==> config.mk <==
export PLATFORM = sky130hd
export DESIGN_NAME = fifo_rr_write_ctrl
export DESIGN_NICKNAME = d
export VERILOG_FILES = /design/src/rtl/fifo_rr_write_ctrl.sv
export SDC_FILE = /design/constraint.sdc
export NUM_CORES = 1
export LEC_CHECK = 0
export ABC_AREA = 1
export BUFFER_PORTS_ARGS = -buffer_cell sky130_fd_sc_hd__buf_2
export CORE_MARGIN = 8
export CORE_UTILIZATION = 51
export CTS_CLUSTER_DIAMETER = 120
export DETAILED_ROUTE_END_ITERATION = 8
export PLACE_DENSITY = 0.86
export SLEW_MARGIN = 30
export SYNTH_ARGS = -nofsm -noshare
export SYNTH_HDL_FRONTEND = slang
export SYNTH_SLANG_ARGS = --single-unit
==> constraint.sdc <==
create_clock -name clk -period 4.2 [get_ports clk]
set_clock_uncertainty 0.2 [all_clocks]
set_input_delay 0.84 -clock clk [delete_from_list [all_inputs] [get_ports clk]]
set_output_delay 0.84 -clock clk [all_outputs]
set_load 0.02 [all_outputs]
==> src/rtl/fifo_rr_write_ctrl.sv <==
`default_nettype none
// ============================================================================
// Module : fifo_rr_write_ctrl
// Brief  : Pointer/flag controller with a round-robin write arbiter for a
//          single-clock first-word-fall-through FIFO memory array.
// Rev    : 1.0 - initial release
// ============================================================================
module fifo_rr_write_ctrl #(
   parameter int WIDTH     = 8,
   parameter int PTR_WIDTH = 5,
   parameter int DEPTH     = 16,
   parameter int NREQ      = 4,
   parameter int AF_LEVEL  = 12
) (
   input  logic                    clk,
   input  logic                    rstn,
   input  logic [NREQ-1:0]         req_in,
   input  logic [NREQ*WIDTH-1:0]   data_in,
   output logic [NREQ-1:0]         grant_out,
   input  logic                    read_in,
   output logic                    empty_out,
   output logic                    full_out,
   output logic                    almost_full_out,
   output logic [PTR_WIDTH-1:0]    count_out,
   output logic                    underflow_out,
   output logic                    mem_write_out,
   output logic [PTR_WIDTH-1:0]    mem_write_ptr_out,
   output logic [PTR_WIDTH-1:0]    mem_read_ptr_out,
   output logic [WIDTH-1:0]        mem_data_out
);

   localparam int                   IDX_W      = (NREQ > 1) ? $clog2(NREQ) : 1;
   localparam logic [PTR_WIDTH-1:0] C_DEPTH    = PTR_WIDTH'(DEPTH);
   localparam logic [PTR_WIDTH-1:0] C_AF_LEVEL = PTR_WIDTH'(AF_LEVEL);
   localparam logic [IDX_W-1:0]     C_LAST_RST = IDX_W'(NREQ - 1);
   localparam logic [IDX_W:0]       C_NREQ_EXT = (IDX_W+1)'(NREQ);

   logic [PTR_WIDTH-1:0] r_wptr;
   logic [PTR_WIDTH-1:0] r_rptr;
   logic                 r_underflow;
   logic [IDX_W-1:0]     r_last_q;

   logic [PTR_WIDTH-1:0] w_count;
   logic                 w_empty;
   logic                 w_full;
   logic [NREQ-1:0]      w_grant;
   logic [IDX_W-1:0]     w_grant_idx;
   logic                 w_found;
   logic [IDX_W:0]       w_sum;
   logic [IDX_W-1:0]     w_cand;
   logic                 w_write;
   logic [WIDTH-1:0]     w_data;

   // With DEPTH == 2**(PTR_WIDTH-1), count == DEPTH is exactly "MSBs differ, low bits equal".
   assign w_count = r_wptr - r_rptr;
   assign w_empty = (r_wptr == r_rptr);
   assign w_full  = (w_count == C_DEPTH);

   // Search starts one past the last winner; grants are suppressed in reset and when full.
   always_comb begin
      w_grant     = '0;
      w_grant_idx = '0;
      w_found     = 1'b0;
      w_sum       = '0;
      w_cand      = '0;
      if (rstn && !w_full) begin
         for (int k = 1; k <= NREQ; k++) begin
            w_sum = {1'b0, r_last_q} + (IDX_W+1)'(k);
            if (w_sum >= C_NREQ_EXT) begin
               w_sum = w_sum - C_NREQ_EXT;
            end
            w_cand = w_sum[IDX_W-1:0];
            if (!w_found && req_in[w_cand]) begin
               w_grant[w_cand] = 1'b1;
               w_grant_idx     = w_cand;
               w_found         = 1'b1;
            end
         end
      end
   end

   assign w_write = |w_grant;

   always_comb begin
      w_data = '0;
      for (int i = 0; i < NREQ; i++) begin
         if (w_grant[i]) begin
            w_data = w_data | data_in[i*WIDTH +: WIDTH];
         end
      end
   end

   always_ff @(posedge clk) begin
      if (!rstn) begin
         r_wptr      <= '0;
         r_rptr      <= '0;
         r_underflow <= 1'b0;
         r_last_q    <= C_LAST_RST;
      end else begin
         if (w_write) begin
            r_wptr   <= r_wptr + PTR_WIDTH'(1);
            r_last_q <= w_grant_idx;
         end
         if (read_in) begin
            if (w_empty) begin
               r_underflow <= 1'b1;
            end else begin
               r_rptr <= r_rptr + PTR_WIDTH'(1);
            end
         end
      end
   end

   assign grant_out         = w_grant;
   assign mem_write_out     = w_write;
   assign mem_data_out      = w_data;
   assign mem_write_ptr_out = r_wptr;
   assign mem_read_ptr_out  = r_rptr;
   assign empty_out         = w_empty;
   assign full_out          = w_full;
   assign count_out         = w_count;
   assign almost_full_out   = (w_count >= C_AF_LEVEL);
   assign underflow_out     = r_underflow;

endmodule
`default_nettype wire
==> key figures <==
Status
  – Status: completed

Critical path
  – Flop2flop setup slack: 1.51 ns
  – Crit end category: output pin
  – Critical path startpoint category: flop
  – R2R depth: 14
  – Setup Crit Path Kind: flop to output pin
  – Worst EP arrival: 2.88 ns
  – Worst endpoint required time: 3.16 ns
  – CP Max Fanout: 9

Routing
  – Final WL: 4.21 mm
  – Drc violations: 0
  – Drt wl/cell: 12.2 µm
  – Initial DRC Count: 62
  – Final ANT Viol Nets: 0
  – Vias per cell: 5.15
  – Via Count: 1773
  – Drt pass-1 iters: 4

Timing
  – Minimum clock period: 3.92 ns
  – Slew @ Worst Pin: 0.551 ns
  – Part of the cycle the worst path needs: 93.4%
  – Setup_tns: 0 ns
  – Slew Limit Fails: 0
  – RSZ-0062 raised after global routing: no
  – Hold slack: 0.268 ns
  – Final hold vios: 0
  – Fmax: 255 MHz
  – Rel. slew slack: 63.2%
  – Final setup violation count: 0
  – PnR worst setup slack: 0.276 ns

Synth
  – Top cells by count, synth: nand2_1 (79), nand3_1 (30), inv_1 (22), nor2_1 (15), ha_1 (14)
  – Mapped cell area: 1520 µm²
  – Top post-synthesis cells by area: nand2_1 (19%), dfxtp_1 (17%), ha_1 (12%)
  – Seq cells post-synth: 13
  – Yosys top cell area share: 19.5%
  – Most frequent cell after synthesis: nand2_1
  – Yosys warns: 0
  – Syn Nets: 293
  – Avg Cell Area, Syn: 6.37 µm²
  – Top FF cell, synth: dfxtp_1
  – Asr flop ratio synth: 0%
  – Yosys top cell by area: nand2_1
  – Synth unique cells: 32
  – Post-synth EDFFs: 0
  – Post-synthesis instance total: 239
  – Register area share after synthesis: 17.1%

Clock tree
  – Post-CTS Setup Bufs: 0
  – Clock sink count: 13
  – Root buf cell: clkbuf_4
  – TritonCTS clock tree: built
  – Clock-pin slew on the worst setup and hold paths: 0.08 ns
  – Clock latency on the worst-skew pair: 0.29 ns
  – Num CTS Buffers: 3
  – Maximum buffer depth of the clock tree: 2
  – Hold buffers post-CTS: 0
  – Resized cells post-CTS: 0
  – H-tree levels: 1

Finish
  – Post-layout util: 65.1%
  – Nets: 366
  – Finished Layout Cells: 344
  – FILL cells: 287
  – Proportion of layout cells with a drive suffix above 1: 29.6%
  – Antenna diodes: 0
  – Syn-to-layout area delta: 26.3%
  – Fin area: 1920 µm²

Die
  – Area of the die: 4990 µm²
  – Core Box Area: 2950 µm²
  – Initial Utilization: 51.6%
  – Die width: 70.6 µm
  – Io pins: 71
  – Die Ht: 70.6 µm
  – Core Rows: 20

Placed design
  – # port buffers: 70
  – GP Congestion: 0.943
  – Pre-CTS setup slack: 0.580 ns
  – DP Cell Count: 340
  – Placed Area: 1900 µm²
  – Hpwl dp: 3.47 mm

Power
  – Leak pwr: 1.05 nW
  – VDD IR max: 0.379 mV
  – Total power: 1.60 mW
  – Power per cell area: 834 nW/µm²

GRT
  – GRT Total Usage: 16.8%
  – Initial antenna violation count: 0
  – Largest net degree at the start of global routing: 14
  – Global-route wire length before repair: 7.16 mm
  – Vias in the first global route: 1622
  – GRT Residual Overflow: 0

Job
  – MaxCap Viol Count: 0

Min path
  – Worst hold path class: flop to flop
  – Hold path depth: 2
## critical path: stages (launching register included)
cell and delay [ns]:
dfxtp_1 0.42, inv_1 0.09, ha_1 0.19, inv_1 0.08, fa_1 0.42, or2_1 0.24
nor2_1 0.14, nand3_2 0.11, nor2_4 0.12, nor2_4 0.07, nand2_1 0.10, clkinv_1 0.23
nand2_1 0.12, nand4_1 0.10, buf_2 0.17
## cell families after synthesis
family	share of synthesized area, %
compound gates	10.3
xor+xnor	3.94
fa+ha+maj	12.8
buf+inv	8.22
flops	17.1
simple gates	47.7
## state kept, by name (all words and copies together) (netlist names)
register	flops
underflow_out	1
mem_write_ptr_out	5
r_last_q	2
mem_read_ptr_out	5
## per-layer routing
metal | vias to the layer above | global-route usage [%] | routed length (µm)
li1 | 926 | - | -
met1 | 785 | 19.6 | 1830
met2 | 58 | 29.0 | 2040
met3 | 4 | 4.66 | 317
met4 | 0 | 4.62 | 23
met5 | - | 0 | 0
## cell type report
type                            count  area, µm²  area share, %
Tap cell                           33       41.3           2.15
Clock buffer                        3       22.5           1.17
Sequential cell                    13        260           13.5
Timing Repair Buffer               70        350           18.2
Multi-Input combinational cell    197       1140           59.1
Clock inverter                      1       5.00          0.260
Inverter                           27        106           5.53
## report_power, final
group | switching (mW) | total [mW] | internal (mW)
Sequential | 0.0518 | 0.206 | 0.154
Clock | 0.0455 | 0.0810 | 0.0355
Combinational | 0.887 | 1.32 | 0.431
## placed cells by master, fill, tap and decap left out, types with 2 or more instances in the layout
cell and n:
nand3_1 30, buf_2 70, xnor2_1 2, a21oi_1 9, clkinv_1 4, nor2_4 4, o21ai_0 8, a21boi_1 2
a21oi_2 2, nand2_2 5, inv_1 22, a21boi_0 2, clkbuf_4 3, o21ai_1 2, ha_1 14, dfxtp_1 13
xor2_1 3, nand4_1 9, nor2_1 15, nand2_1 79
## worst paths after layout
| check | start | endpoint |
|---|---|---|
| hold / removal | underflow_out | underflow_out |
| setup reg to reg | r_last_q[0] | r_last_q[1] |
| setup / recovery | mem_write_ptr_out[0] | mem_data_out[0] |
| hold reg to reg | underflow_out | underflow_out |
(Power assumes the default switching activity.)
